--- src/rtl/huff_bitwin_p_pkg.sv ---
// huff_bitwin_p_pkg: shared states, JPEG byte codes and request clamp for the bit-window reader.
package huff_bitwin_p_pkg;
   typedef enum logic [1:0] {FILL, WAIT_ZERO, MARKER, EOS} state_t;
   localparam logic [7:0] JPEG_FF    = 8'hFF;
   localparam logic [7:0] STUFF_ZERO = 8'h00;
   function automatic int unsigned clamp_req(input int unsigned req, input int unsigned max_n);
      return req > max_n ? max_n : req;
   endfunction
endpackage

--- src/rtl/huff_bitbuf_shift.sv ---
// huff_bitbuf_shift: MSB-first bit buffer with byte append, tail-byte drop, left shift and 1-padded peek.
module huff_bitbuf_shift #(
   parameter int BUF_W   = 32,
   parameter int TOKEN_W = 16,
   parameter int CNT_W   = 8
) (
   input  logic                         clock,
   input  logic                         reset,
   input  logic                         app_i,
   input  logic                         drop_i,
   input  logic [7:0]                   byte_i,
   input  logic [CNT_W-1:0]             adv_i,
   input  logic [CNT_W-1:0]             peek_n_i,
   output logic [TOKEN_W-1:0]           peek_o,
   output logic [$clog2(BUF_W+1)-1:0]   count_o
);
   localparam int N_W = $clog2(BUF_W + 1);
   localparam logic [BUF_W-1:0] TOP_BYTE = {8'hFF, {(BUF_W-8){1'b0}}};
   logic [BUF_W-1:0] bits_q, bits_d, kept, appd;
   logic [N_W-1:0] cnt_q, cnt_d, base;
   logic [TOKEN_W-1:0] top;
   int unsigned tot;
   // bits at or beyond the count are kept zero, so appending is a plain OR
   always_comb begin
      base = !drop_i ? cnt_q : cnt_q >= N_W'(8) ? cnt_q - N_W'(8) : '0;
      kept = drop_i ? bits_q & ~(TOP_BYTE >> base) : bits_q;
      appd = app_i ? kept | ({byte_i, {(BUF_W-8){1'b0}}} >> base) : kept;
      tot = 32'(base) + (app_i ? 32'd8 : 32'd0);
      bits_d = appd << adv_i;
      cnt_d = tot > 32'(adv_i) ? N_W'(tot - 32'(adv_i)) : '0;
      top = TOKEN_W'((bits_q | ({BUF_W{1'b1}} >> cnt_q)) >> (BUF_W - TOKEN_W));
      peek_o = top >> (TOKEN_W - int'(peek_n_i));
   end
   always_ff @(posedge clock or negedge reset) begin
      if (!reset) begin
         bits_q <= '0;
         cnt_q  <= '0;
      end else begin
         bits_q <= bits_d;
         cnt_q  <= cnt_d;
      end
   end
   assign count_o = cnt_q;
endmodule

--- src/rtl/huff_bitwin_p.sv ---
// huff_bitwin_p: JPEG bit-window reader with byte unstuffing, marker detection and 1-padded peeks.
module huff_bitwin_p
   import huff_bitwin_p_pkg::*;
#(
   parameter int TOKEN_W  = 16,
   parameter int CNT_W    = 8,
   parameter int BUF_W    = 32,
   parameter bit STUFF_EN = 1'b1
) (
   input  logic               clock,
   input  logic               reset,
   input  logic [7:0]         filebyte_d,
   input  logic               filebyte_e,
   input  logic               filebyte_v,
   output logic               filebyte_b,
   input  logic [CNT_W-1:0]   reqSize_d,
   input  logic               reqSize_e,
   input  logic               reqSize_v,
   output logic               reqSize_b,
   input  logic [CNT_W-1:0]   advance_d,
   input  logic               advance_e,
   input  logic               advance_v,
   output logic               advance_b,
   output logic [TOKEN_W-1:0] parsedToken_d,
   output logic               parsedToken_e,
   output logic               parsedToken_v,
   input  logic               parsedToken_b,
   output logic [7:0]         marker_d,
   output logic               marker_v,
   input  logic               marker_b
);
   localparam int N_W = $clog2(BUF_W + 1);
   state_t state_q;
   logic run_q, stop_q, tok_v_q, tok_e_q, mk_v_q;
   logic [TOKEN_W-1:0] tok_q, peek;
   logic [7:0] mk_q;
   logic [N_W-1:0] count;
   logic [CNT_W-1:0] req_n, adv_n;
   logic padded, fb_go, adv_go, req_go, app, drop;
   assign padded     = state_q == MARKER || state_q == EOS;
   assign filebyte_b = padded || 32'(count) > 32'(BUF_W - 8);
   assign fb_go      = filebyte_v && !filebyte_b;
   assign app        = fb_go && !filebyte_e && state_q == FILL;
   assign drop       = fb_go && !filebyte_e && state_q == WAIT_ZERO && filebyte_d != STUFF_ZERO;
   assign advance_b  = !run_q || !(padded || advance_e || 32'(count) >= 32'(advance_d));
   assign adv_go     = advance_v && !advance_b;
   assign adv_n      = adv_go && !advance_e ? advance_d : '0;
   assign req_n      = CNT_W'(clamp_req(32'(reqSize_d), 32'(TOKEN_W)));
   // an accepted advance always wins the cycle over a pending request
   assign reqSize_b  = !run_q || stop_q || adv_go || (tok_v_q && parsedToken_b) ||
                       !(padded || reqSize_e || 32'(count) >= 32'(req_n));
   assign req_go     = reqSize_v && !reqSize_b;
   huff_bitbuf_shift #(.BUF_W(BUF_W), .TOKEN_W(TOKEN_W), .CNT_W(CNT_W)) u_buf (
      .clock    (clock),
      .reset    (reset),
      .app_i    (app),
      .drop_i   (drop),
      .byte_i   (filebyte_d),
      .adv_i    (adv_n),
      .peek_n_i (req_n),
      .peek_o   (peek),
      .count_o  (count)
   );
   always_ff @(posedge clock or negedge reset) begin
      if (!reset) begin
         state_q <= FILL;
         run_q   <= 1'b0;
         stop_q  <= 1'b0;
         tok_v_q <= 1'b0;
         tok_e_q <= 1'b0;
         tok_q   <= '0;
         mk_v_q  <= 1'b0;
         mk_q    <= '0;
      end else begin
         run_q <= 1'b1;
         if (fb_go) begin
            if (filebyte_e) state_q <= EOS;
            else if (state_q == FILL && STUFF_EN && filebyte_d == JPEG_FF) state_q <= WAIT_ZERO;
            else if (state_q == WAIT_ZERO) state_q <= drop ? MARKER : FILL;
         end
         if (drop) begin
            mk_q   <= filebyte_d;
            mk_v_q <= 1'b1;
         end else if (!marker_b) mk_v_q <= 1'b0;
         if (req_go) begin
            tok_q   <= reqSize_e ? '0 : peek;
            tok_e_q <= reqSize_e;
            tok_v_q <= 1'b1;
            stop_q  <= reqSize_e;
         end else if (!parsedToken_b) tok_v_q <= 1'b0;
      end
   end
   assign parsedToken_d = tok_q;
   assign parsedToken_e = tok_e_q;
   assign parsedToken_v = tok_v_q;
   assign marker_d      = mk_q;
   assign marker_v      = mk_v_q;
endmodule
--- config.mk ---
export PLATFORM = sky130hd
export DESIGN_NAME = huff_bitwin_p
export DESIGN_NICKNAME = d
export VERILOG_FILES = /design/src/rtl/huff_bitwin_p_pkg.sv /design/src/rtl/huff_bitbuf_shift.sv /design/src/rtl/huff_bitwin_p.sv
export SDC_FILE = /design/constraint.sdc
export NUM_CORES = 1
export LEC_CHECK = 0
export CORE_UTILIZATION = 50
export DETAILED_ROUTE_END_ITERATION = 16
export GPL_TIMING_DRIVEN = 0
export MAX_ROUTING_LAYER = met4
export PLACE_DENSITY = 0.71
export SLEW_MARGIN = 25
export SYNTH_ARGS = -nofsm -noshare
export SYNTH_HDL_FRONTEND = slang
export SYNTH_SLANG_ARGS = --single-unit
--- constraint.sdc ---
create_clock -name clock -period 6 [get_ports clock]
set_input_delay 1.2 -clock clock [delete_from_list [all_inputs] [get_ports clock]]
set_output_delay 1.2 -clock clock [all_outputs]
set_load 0.03 [all_outputs]
Word-level counts from Yosys, hierarchy flattened

Cells that the tools add are included.
Widths: inputs -> output; s select.

Bits in registers: 68
Latch bits: 0
Bits in writable memories: 0
Bits in read-only memories: 0
Memories kept: 0

Add/subtract/negate cells: 4
$mul: 0
Divide/modulo/power cells: 0
Magnitude comparators: 6
Eq/ne operators: 6
Shift operators: 5
Multiplexer cells: 17
Bitwise logic cells: 4
Reduce and logical (&&, ||, !) cells: 33

Operators with widths:

| kind                  | number |
|---|---|
| $mux 32               | 2 |
| $or 32x32->32         | 2 |
| $shr 32x6->32 const A | 2 |
| $and 32x32->32        | 1 |
| $gt 32x8->1           | 1 |
| $not 32->32           | 1 |
| $shl 32x8->32         | 1 |
| $shr 16x32->16        | 1 |
| $shr 32x6->32         | 1 |
| $mux 6                | 3 |
| $ge 6x8->1            | 2 |
| $mux 16               | 1 |
| $mux 8                | 2 |
| $logic_or 1x1->1      | 11 |
| $logic_and 1x1->1     | 10 |
| $sub 5x8->9 const A   | 1 |
| $eq 8x8->1 const B    | 1 |
| $gt 8x5->1 const B    | 1 |
| $logic_not 1->1       | 8 |
| $mux 2                | 4 |
| $reduce_bool 8->1     | 1 |
| $add 6x4->7           | 1 |
| $ge 6x4->1 const B    | 1 |
| $gt 6x5->1 const B    | 1 |
| other kinds (10)      | 15 |

Depth between registers and ports, before layout

Gate-level depths: netlist (run 1).

Depth after elaboration: 16
Depth in mapped cells: 22

Hierarchy

From an unflattened synthesis (run 1), not the netlist that was laid out.

Cells, all modules: 1027
Area, all modules: 8017.7 um^2

Modules (own cells, without submodules):

| module            | instances | cells each | area an instance (um^2) |
|---|---|---|---|
| huff_bitbuf_shift | 1         | 871        | 6262.3 |
| huff_bitwin_p     | 1         | 156        | 1755.4 |

Least setup slack after synthesis (run 1)

Ideal clock, no wire load.

Path type: in2out
From: in reqSize_d[7]
To: out reqSize_b
Arrival: 4.488 ns
Data required time: 4.800 ns
Setup slack: 0.312 ns
Stages: 12
Buffers on the path: 1
Cells stage by stage: nor4_1 nand2_1 inv_1 buf_1 ha_1 nand2b_1 a21o_1 a21o_1 a21o_1 a21o_1 a2111oi_0 nand2b_1

Longest elaborated chain between the ends: 6

RTL lines:

| what                 | line                   | source |
|---|---|---|
| start: declaration   | huff_bitwin_p.sv:16    | `input logic [CNT_W-1:0] reqSize_d,` |
| $gt 8x5->1           | huff_bitwin_p_pkg.sv:7 | `return req > max_n ? max_n : req;` |
| $mux 8 (*)           | huff_bitwin_p_pkg.sv:7 |  |
| $ge 6x8->1 (*)       | huff_bitwin_p.sv:51    | `!(padded \|\| reqSize_e \|\| 32'(count) >= 32'(req_n));` |
| $logic_or 1x1->1 (*) | huff_bitwin_p.sv:51    |  |
| $logic_not 1->1 (*)  | huff_bitwin_p.sv:51    |  |
| $logic_or 1x1->1 (*) | huff_bitwin_p.sv:50    | `assign reqSize_b = !run_q \|\| stop_q \|\| adv_go \|\| (tok_v_q && parsedToken_b) \|\|` |
| end: declaration     | huff_bitwin_p.sv:19    | `output logic reqSize_b,` |

Every way passes the cells marked *; elsewhere a longest branch is shown, timed or not.

Final worst setup path (run 1)

From: in reqSize_d[5]
To: out reqSize_b

Same word-level chain as after synthesis.

==> impl_metrics.yaml, run 1 <==
run_status:
  status: "complete, no violations"
die:
  std_cell_rows: 44
  start_util_pct: 51.31
  chipHeight_microns: 124.1
  io_pins: 64
  die_x_microns: 124.1
  core-area_sq_um: 14530
  die_area_sq_um: 15410
setup_path:
  cp_cell_sequence: "clkdlybuf4s50_1 -> nor4_4 -> nand2_1 -> clkinvlp_4 -> ha_1 -> nand2b_1 -> a21o_1 -> a21o_1 -> a21o_1 -> a21o_1 -> a2111oi_2 -> nand2b_1 -> dlygate4sd2_1"
  crit_top_cell: "a21o_1"
  cp-end-kind: "output pin"
  worst_ep_required_time_ps: 4800
  cpLargestDelayFamily: "compound AO/OA/AOI/OAI gates"
  slowest_stage: "clkdlybuf4s50_1"
  critPathKind: "primary input to output pin"
  max_stage_delay_ps: 450
  crit_fanout: 6
  startpoint_type: "primary input"
  critPathBufInv: 3
  critPathArrivalTime_ps: 4430
timing:
  rsz0062_at_grt: "no"
  skew_ps: 12.63
  worstMarginPinSlew_ps: 1180
  final-hold-violation-count: 0
  setup_violations: 0
  maxClockFrequency_mhz: 177.6
  hold_slack_ps: 479.5
  slew_viol_final: 0
  slew_headroom_pct: 20.70
  period_minus_slack_ps: 5631
  post-route-period-util_pct: 93.86
  setup_slack_ps: 368.7
logic_synthesis:
  synthFlopType: "dfrtp_1"
  yosysUniqueCellTypes: 87
  seq_area_frac_synth_pct: 22.82
  async_flop_share_pct: 100.0
  ys_ff_latch: 68
  synth_cells: 1022
  avgSynthCellArea_sq_um: 7.297
  synth-edff-count: 0
  syn_area_sq_um: 7457
  yosys_warnings: 0
clock_network:
  clock_latency_ps: 350
  clock_path_buffers: 2
  clockRootBuffer: "clkbuf_16"
  hold_buffers: 0
  htreeDepth: 3
  cts_tree: "built"
  clk_pin_slew_ps: 60
  cts_sinks: 68
  cts_made_buffers: 9
layout:
  final-seq-area_sq_um: 1702
  insertedDiodeCount: 0
  n_fill_cell: 1451
  syn_to_final_growth_pct: 15.79
  multi_input_area_sq_um: 5344
  finish.utilization_pct: 59.41
  final_net_count: 1151
  final_cells: 1280
  drive_gt1_share_pct: 7.391
power_and_ir_drop:
  sw_frac_of_total_pct: 51.39
  p_comb_share_pct: 62.1
  power.share.sequential_pct: 22.4
  clockPowerShare_pct: 15.5
  p_int_mw: 1.715
  switchingPower_mw: 1.813
  fin_total_pwr_mw: 3.528
  p_per_area_nw_per_um2: 408.6
  p_leak_nw: 3.418
  ir_drop_mv: 0.2495
grt:
  grt_remaining_overflow: 0
  grt_max_degree: 52
  track_usage_pct: 44.21
  grt_pass1_wl_mm: 48.41
  antenna_found_initial: 0
  grt_pass1_vias: 8215
drt:
  viasPerCell: 7.059
  drt_wl_total_mm: 32.47
  post_drt_wl_per_cell_microns: 25.37
  antenna_left: 0
  drc: 0
  dr.pass1.iters: 8
  via_count: 9035
  drtIter0Drc: 1446
place:
  dp_cells: 1264
  place_hpwl_mm: 25.64
  gp_congestion: 1.112
  place_ws_ps: -946.0
  port_buffers: 56
job:
  maxCapViolCount: 0
hold_path:
  hold_class: "flip-flop to flip-flop"
routing by layer:
layer | part of all wire [%] | global-route usage, % | up-vias
li1 | - | - | 3971
met1 | 40 | 55.16 | 4248
met2 | 43 | 65.44 | 671
met3 | 12 | 11.03 | 145
met4 | 5.5 | 23.51 | 0
met5 | 0 | - | -
worst reg2reg max path, delay by kind of cell (launching register included):
kind / cells / cell delay [ps]
multiplexers: 2 / 360
AO/OA/AOI/OAI: 5 / 1450
AND/OR/NAND/NOR: 3 / 1210
buffers and inverters: 4 / 1120
flip-flops: 1 / 550
adder cells (fa/ha/maj): 1 / 340
layout by cell type, fill, tap and decap left out, types with 7 or more instances in the layout:
cell / count
a22o_1: 8
and3_1: 8
inv_1: 23
a211oi_1: 23
buf_1: 11
a21oi_1: 69
dfrtp_1: 68
o221ai_1: 7
nor2_1: 110
nand2_1: 126
o22ai_1: 20
nand2b_1: 12
nor3_1: 31
nand3_1: 35
clkbuf_16: 9
and2_1: 11
or3_1: 8
clkdlybuf4s50_1: 54
buf_4: 7
ha_1: 25
a21o_1: 12
buf_2: 9
a31oi_1: 11
nor4_1: 7
mux2_2: 9
o31ai_1: 8
mux2i_1: 40
or2_2: 7
a22oi_1: 9
nor2b_1: 11
clkbuf_1: 47
nand4_1: 13
o211ai_1: 25
o21ai_0: 82
sequential cells by signal, indices dropped and copies added (netlist names):
signal	cells
parsedToken_v	1
marker_d	8
parsedToken_d	16
u_buf.count_o	6
parsedToken_e	1
run_q	1
u_buf.bits_q	32
state_q	2
marker_v	1
path summary, 6_finish.rpt:
| path | start | to | slack [ps] | depth (start not counted) |
|---|---|---|---|---|
| worst min-delay path | parsedToken_d[5] | parsedToken_d[5] | 480 | 2 |
| worst min register to register | parsedToken_d[5] | parsedToken_d[5] | 480 | 2 |
| worst max register to register | u_buf.count_o[3] | u_buf.bits_q[29] | 800 | 15 |
| max in group asynchronous | reset | u_buf.bits_q[28] | 4710 | 2 |
| min in group asynchronous | reset | marker_d[0] | 740 | 1 |
| worst max-delay path | reqSize_d[5] | reqSize_b | 370 | 13 |
Yosys cell counts, drive strengths merged (5+ instances only):
library cell / number / share of area (%)
nand2: 127 / 6.4
nand3b: 5 / 0.50
o221ai: 8 / 1.0
o31ai: 8 / 0.81
a22oi: 9 / 0.91
mux2: 9 / 1.4
mux2i: 40 / 5.4
and3: 8 / 0.67
nand3: 35 / 2.3
a211oi: 23 / 2.3
nor4: 9 / 0.75
o2bb2ai: 5 / 0.59
a21o: 12 / 1.2
o211ai: 26 / 2.7
a22o: 8 / 0.94
nor3: 33 / 2.3
a221oi: 7 / 0.91
and2: 11 / 0.92
nor2: 112 / 5.7
a31oi: 11 / 0.92
or2: 7 / 0.59
nand4: 13 / 1.1
clkbuf: 52 / 2.6
or4: 5 / 0.55
o21ai: 85 / 5.8
ha: 25 / 4.2
o22ai: 20 / 1.7
or3: 8 / 0.67
inv: 24 / 1.2
nand2b: 12 / 1.0
dfrtp: 68 / 23
o2111ai: 6 / 0.70
nor2b: 11 / 0.92
a32oi: 5 / 0.59
a21oi: 70 / 4.7
buf: 28 / 2.1
timing repair:
| item | 4_1_cts | 5_1_grt |
|---|---|---|
| hold endpoints to repair | 0 | 0 |
| endpoints found under the setup margin | 7 | 8 |
| gates resized for setup | 7 | 4 |
| setup buffers | 1 | 3 |
| pin swaps | 1 | 0 |
through the flow:
| step | cell area, sq um | setup TNS, ps |
|---|---|---|
| after global placement | 8252 | -9683 |
| after CTS | 8612 | 0 |
| after global routing | 8635 | 0 |
| final | 8635 | 0 |
| after floorplan | 7461 | 0 |
| after detailed placement | 8289 | -4323 |
area by class of cell:
type,instances,area share (%)
Multi-Input combinational cell,848,61.89
Sequential cell,68,19.71
Timing Repair Buffer,61,7.115
Buffer,76,3.912
Tap cell,184,2.666
Clock buffer,9,2.608
Inverter,27,1.217
Clock inverter,7,0.8839
cell families (layout without fill, tap and decap cells):
group,Yosys count,count (layout),synth area share [%]
adders and majority gates,26,26,4.463
xor gates and xnor gates,7,7,0.8222
and+or+nand+nor,405,405,25.54
DFF,68,68,22.82
other,1,2,0.05029
muxes,51,51,7.332
AOI/OAI and AO/OA,357,357,32.94
buffers and inverters,107,180,6.040
power groups by stage:
stage	registers, mW	clock network, mW	logic, mW
after global placement	0.787	0	2.08
after global routing	0.799	0.572	2.32
after CTS	0.780	0.550	2.10
final	0.789	0.548	2.19
after floorplan	0.874	0	1.24
after detailed placement	0.788	0	2.08
Note: power is estimated with default switching activity, not from simulation.
==> run 2: changes to the inputs <==
--- a/config.mk
+++ b/config.mk
@@ -8,7 +8,6 @@
 export CORE_UTILIZATION = 50
 export DETAILED_ROUTE_END_ITERATION = 16
 export GPL_TIMING_DRIVEN = 0
-export MAX_ROUTING_LAYER = met4
 export PLACE_DENSITY = 0.71
 export SLEW_MARGIN = 25
 export SYNTH_ARGS = -nofsm -noshare
==> impl_metrics.yaml, run 2 (synthesized netlist as in run 1, its figures left out) <==
place:
  place_ws_ps: -854.2
  place_area_sq_um: 8289
  place_hpwl_mm: 25.52
  gp_congestion: 1.122
  port_buffers: 56
layout:
  final_cell_mix: "nand2_1 (126), nor2_1 (110), o21ai_0 (82)"
  n_fill_cell: 1384
  insertedDiodeCount: 0
  regMostFlops: "u_buf.bits_q"
  largest_reg_flops: 32
  layout_commonest_cell: "nand2_1"
  final_net_count: 1149
  syn_to_final_growth_pct: 15.79
  fin_area_sq_um: 8635
  finish.utilization_pct: 59.41
  drive_gt1_share_pct: 7.130
setup_path:
  worst_ep_required_time_ps: 4800
  r2r_slack_ps: 610
  crit_fanout: 15
  slowest_stage: "a2111oi_1"
  critPathBufInv: 3
  r2r-end: "u_buf.count_o[3]"
  crit_top_cell: "a21o_1"
  r2r_cells: 21
  cp-end-kind: "output pin"
  max_stage_delay_ps: 470
  startpoint: "reqSize_d[5]"
  r2r-start: "u_buf.count_o[0]"
  critPathKind: "primary input to output pin"
  cp_cell_sequence: "clkdlybuf4s50_1 -> nor4_4 -> nand2_1 -> clkinvlp_4 -> ha_1 -> nand2b_1 -> a21o_1 -> a21o_1 -> a21o_1 -> a21o_1 -> a2111oi_1 -> nand2b_1 -> dlygate4sd2_1"
  cpLargestDelayFamily: "compound AO/OA/AOI/OAI gates"
  critPathArrivalTime_ps: 4550
  startpoint_type: "primary input"
die:
  die_area_sq_um: 15410
  std_cell_rows: 44
  io_pins: 64
  core-area_sq_um: 14530
  chipHeight_microns: 124.1
  die_x_microns: 124.1
  start_util_pct: 51.31
power_and_ir_drop:
  p_per_area_nw_per_um2: 419.4
  p_leak_nw: 3.420
  ir_drop_mv: 0.2345
  fin_total_pwr_mw: 3.621
timing:
  final-hold-violation-count: 0
  hold_slack_ps: 475.8
  setup_violations: 0
  setup_slack_ps: 245.6
  worstMarginPinSlew_ps: 1128
  skew_ps: 15.97
  rsz0062_at_grt: "no"
  slew_viol_final: 0
  slew_headroom_pct: 24.21
  period_minus_slack_ps: 5754
  maxClockFrequency_mhz: 173.8
  post-route-period-util_pct: 95.91
drt:
  dr.pass1.iters: 11
  drtIter0Drc: 1479
  antenna_left: 0
  drc: 0
  drt_wl_total_mm: 33.08
  post_drt_wl_per_cell_microns: 25.89
  via_count: 9172
  viasPerCell: 7.177
clock_network:
  cts_made_buffers: 9
  cts_tree: "built"
  htreeDepth: 3
  clockRootBuffer: "clkbuf_16"
  clk_pin_slew_ps: 60
  clock_latency_ps: 360
  clock_path_buffers: 2
  hold_buffers: 0
  cts_sinks: 68
grt:
  grt_remaining_overflow: 0
  antenna_found_initial: 0
  track_usage_pct: 43.94
  grt_max_degree: 50
  grt_pass1_vias: 8396
  grt_pass1_wl_mm: 49.62
job:
  maxCapViolCount: 0
hold_path:
  whs_path_depth: 2
  hold_class: "flip-flop to flip-flop"
  hp-start: "marker_v"
  hold_end: "marker_v"
run_status:
  status: "complete, no violations"
==> run 2: cell types whose count changed in the layout (fill, tap and decap cells not counted) <==
cell        delta
bufinv_16      +1
a2111oi_1      +1
buf_4          -3
a2111oi_2      -1
clkbuf_2       +1
clkinvlp_4     -1
==> run 2: cell type report <==
class | count | area (sq um) | area share, %
repair buffers | 58 | 591.8 | 6.854
clock inverters | 7 | 98.84 | 1.145
multi-input cells | 848 | 5339 | 61.83
clock buffers | 9 | 225.2 | 2.608
inverters | 27 | 105.1 | 1.217
well taps | 184 | 230.2 | 2.666
plain buffers | 77 | 342.8 | 3.970
flip-flops and latches | 68 | 1702 | 19.71
==> run 2: worst max-delay path by stage <==
stage,to,slack (ps),cells past startpoint
finish,reqSize_b,250,13
global route,reqSize_b,50,13
global placement,reqSize_b,-1160,14
detailed placement,reqSize_b,-850,14
floorplan,reqSize_b,310,12
CTS,u_buf.count_o[3],200,22
==> run 2: routing by layer <==
metal	wire length (microns)	global-route usage, %
met1	12490	56.65
met2	14240	66.99
met3	4388	12.23
met4	1960	21.65
met5	0	0
==> run 2: timing repair <==
| item | CTS | global route |
|---|---|---|
| hold endpoints to repair | 0 | 0 |
| buffers inserted | 1 | 0 |
| pin swaps | 1 | 0 |
| setup endpoints to repair | 7 | 6 |
| gates cloned | 0 | 0 |
| gates resized for setup | 8 | 3 |
==> run 2: per-stage QoR <==
step,TNS [ps],cells
after floorplan,0,1023
after global placement,-8532,1263
after detailed placement,-4100,1264
after CTS,0,1280
after global routing,0,1278
final,0,1278
==> run 2: power by group <==
part | total, mW | internal, mW | switching, mW
combinational | 2.20 | 0.759 | 1.44
sequential | 0.807 | 0.630 | 0.177
clock | 0.615 | 0.367 | 0.248
total | 3.62 | 1.76 | 1.87
==> run 2: tightest hold or removal path, delay by kind of cell, from the launching register on <==
kind | cells | cell delay (ps)
flip-flops | 1 | 340
AND/OR/NAND/NOR | 2 | 100
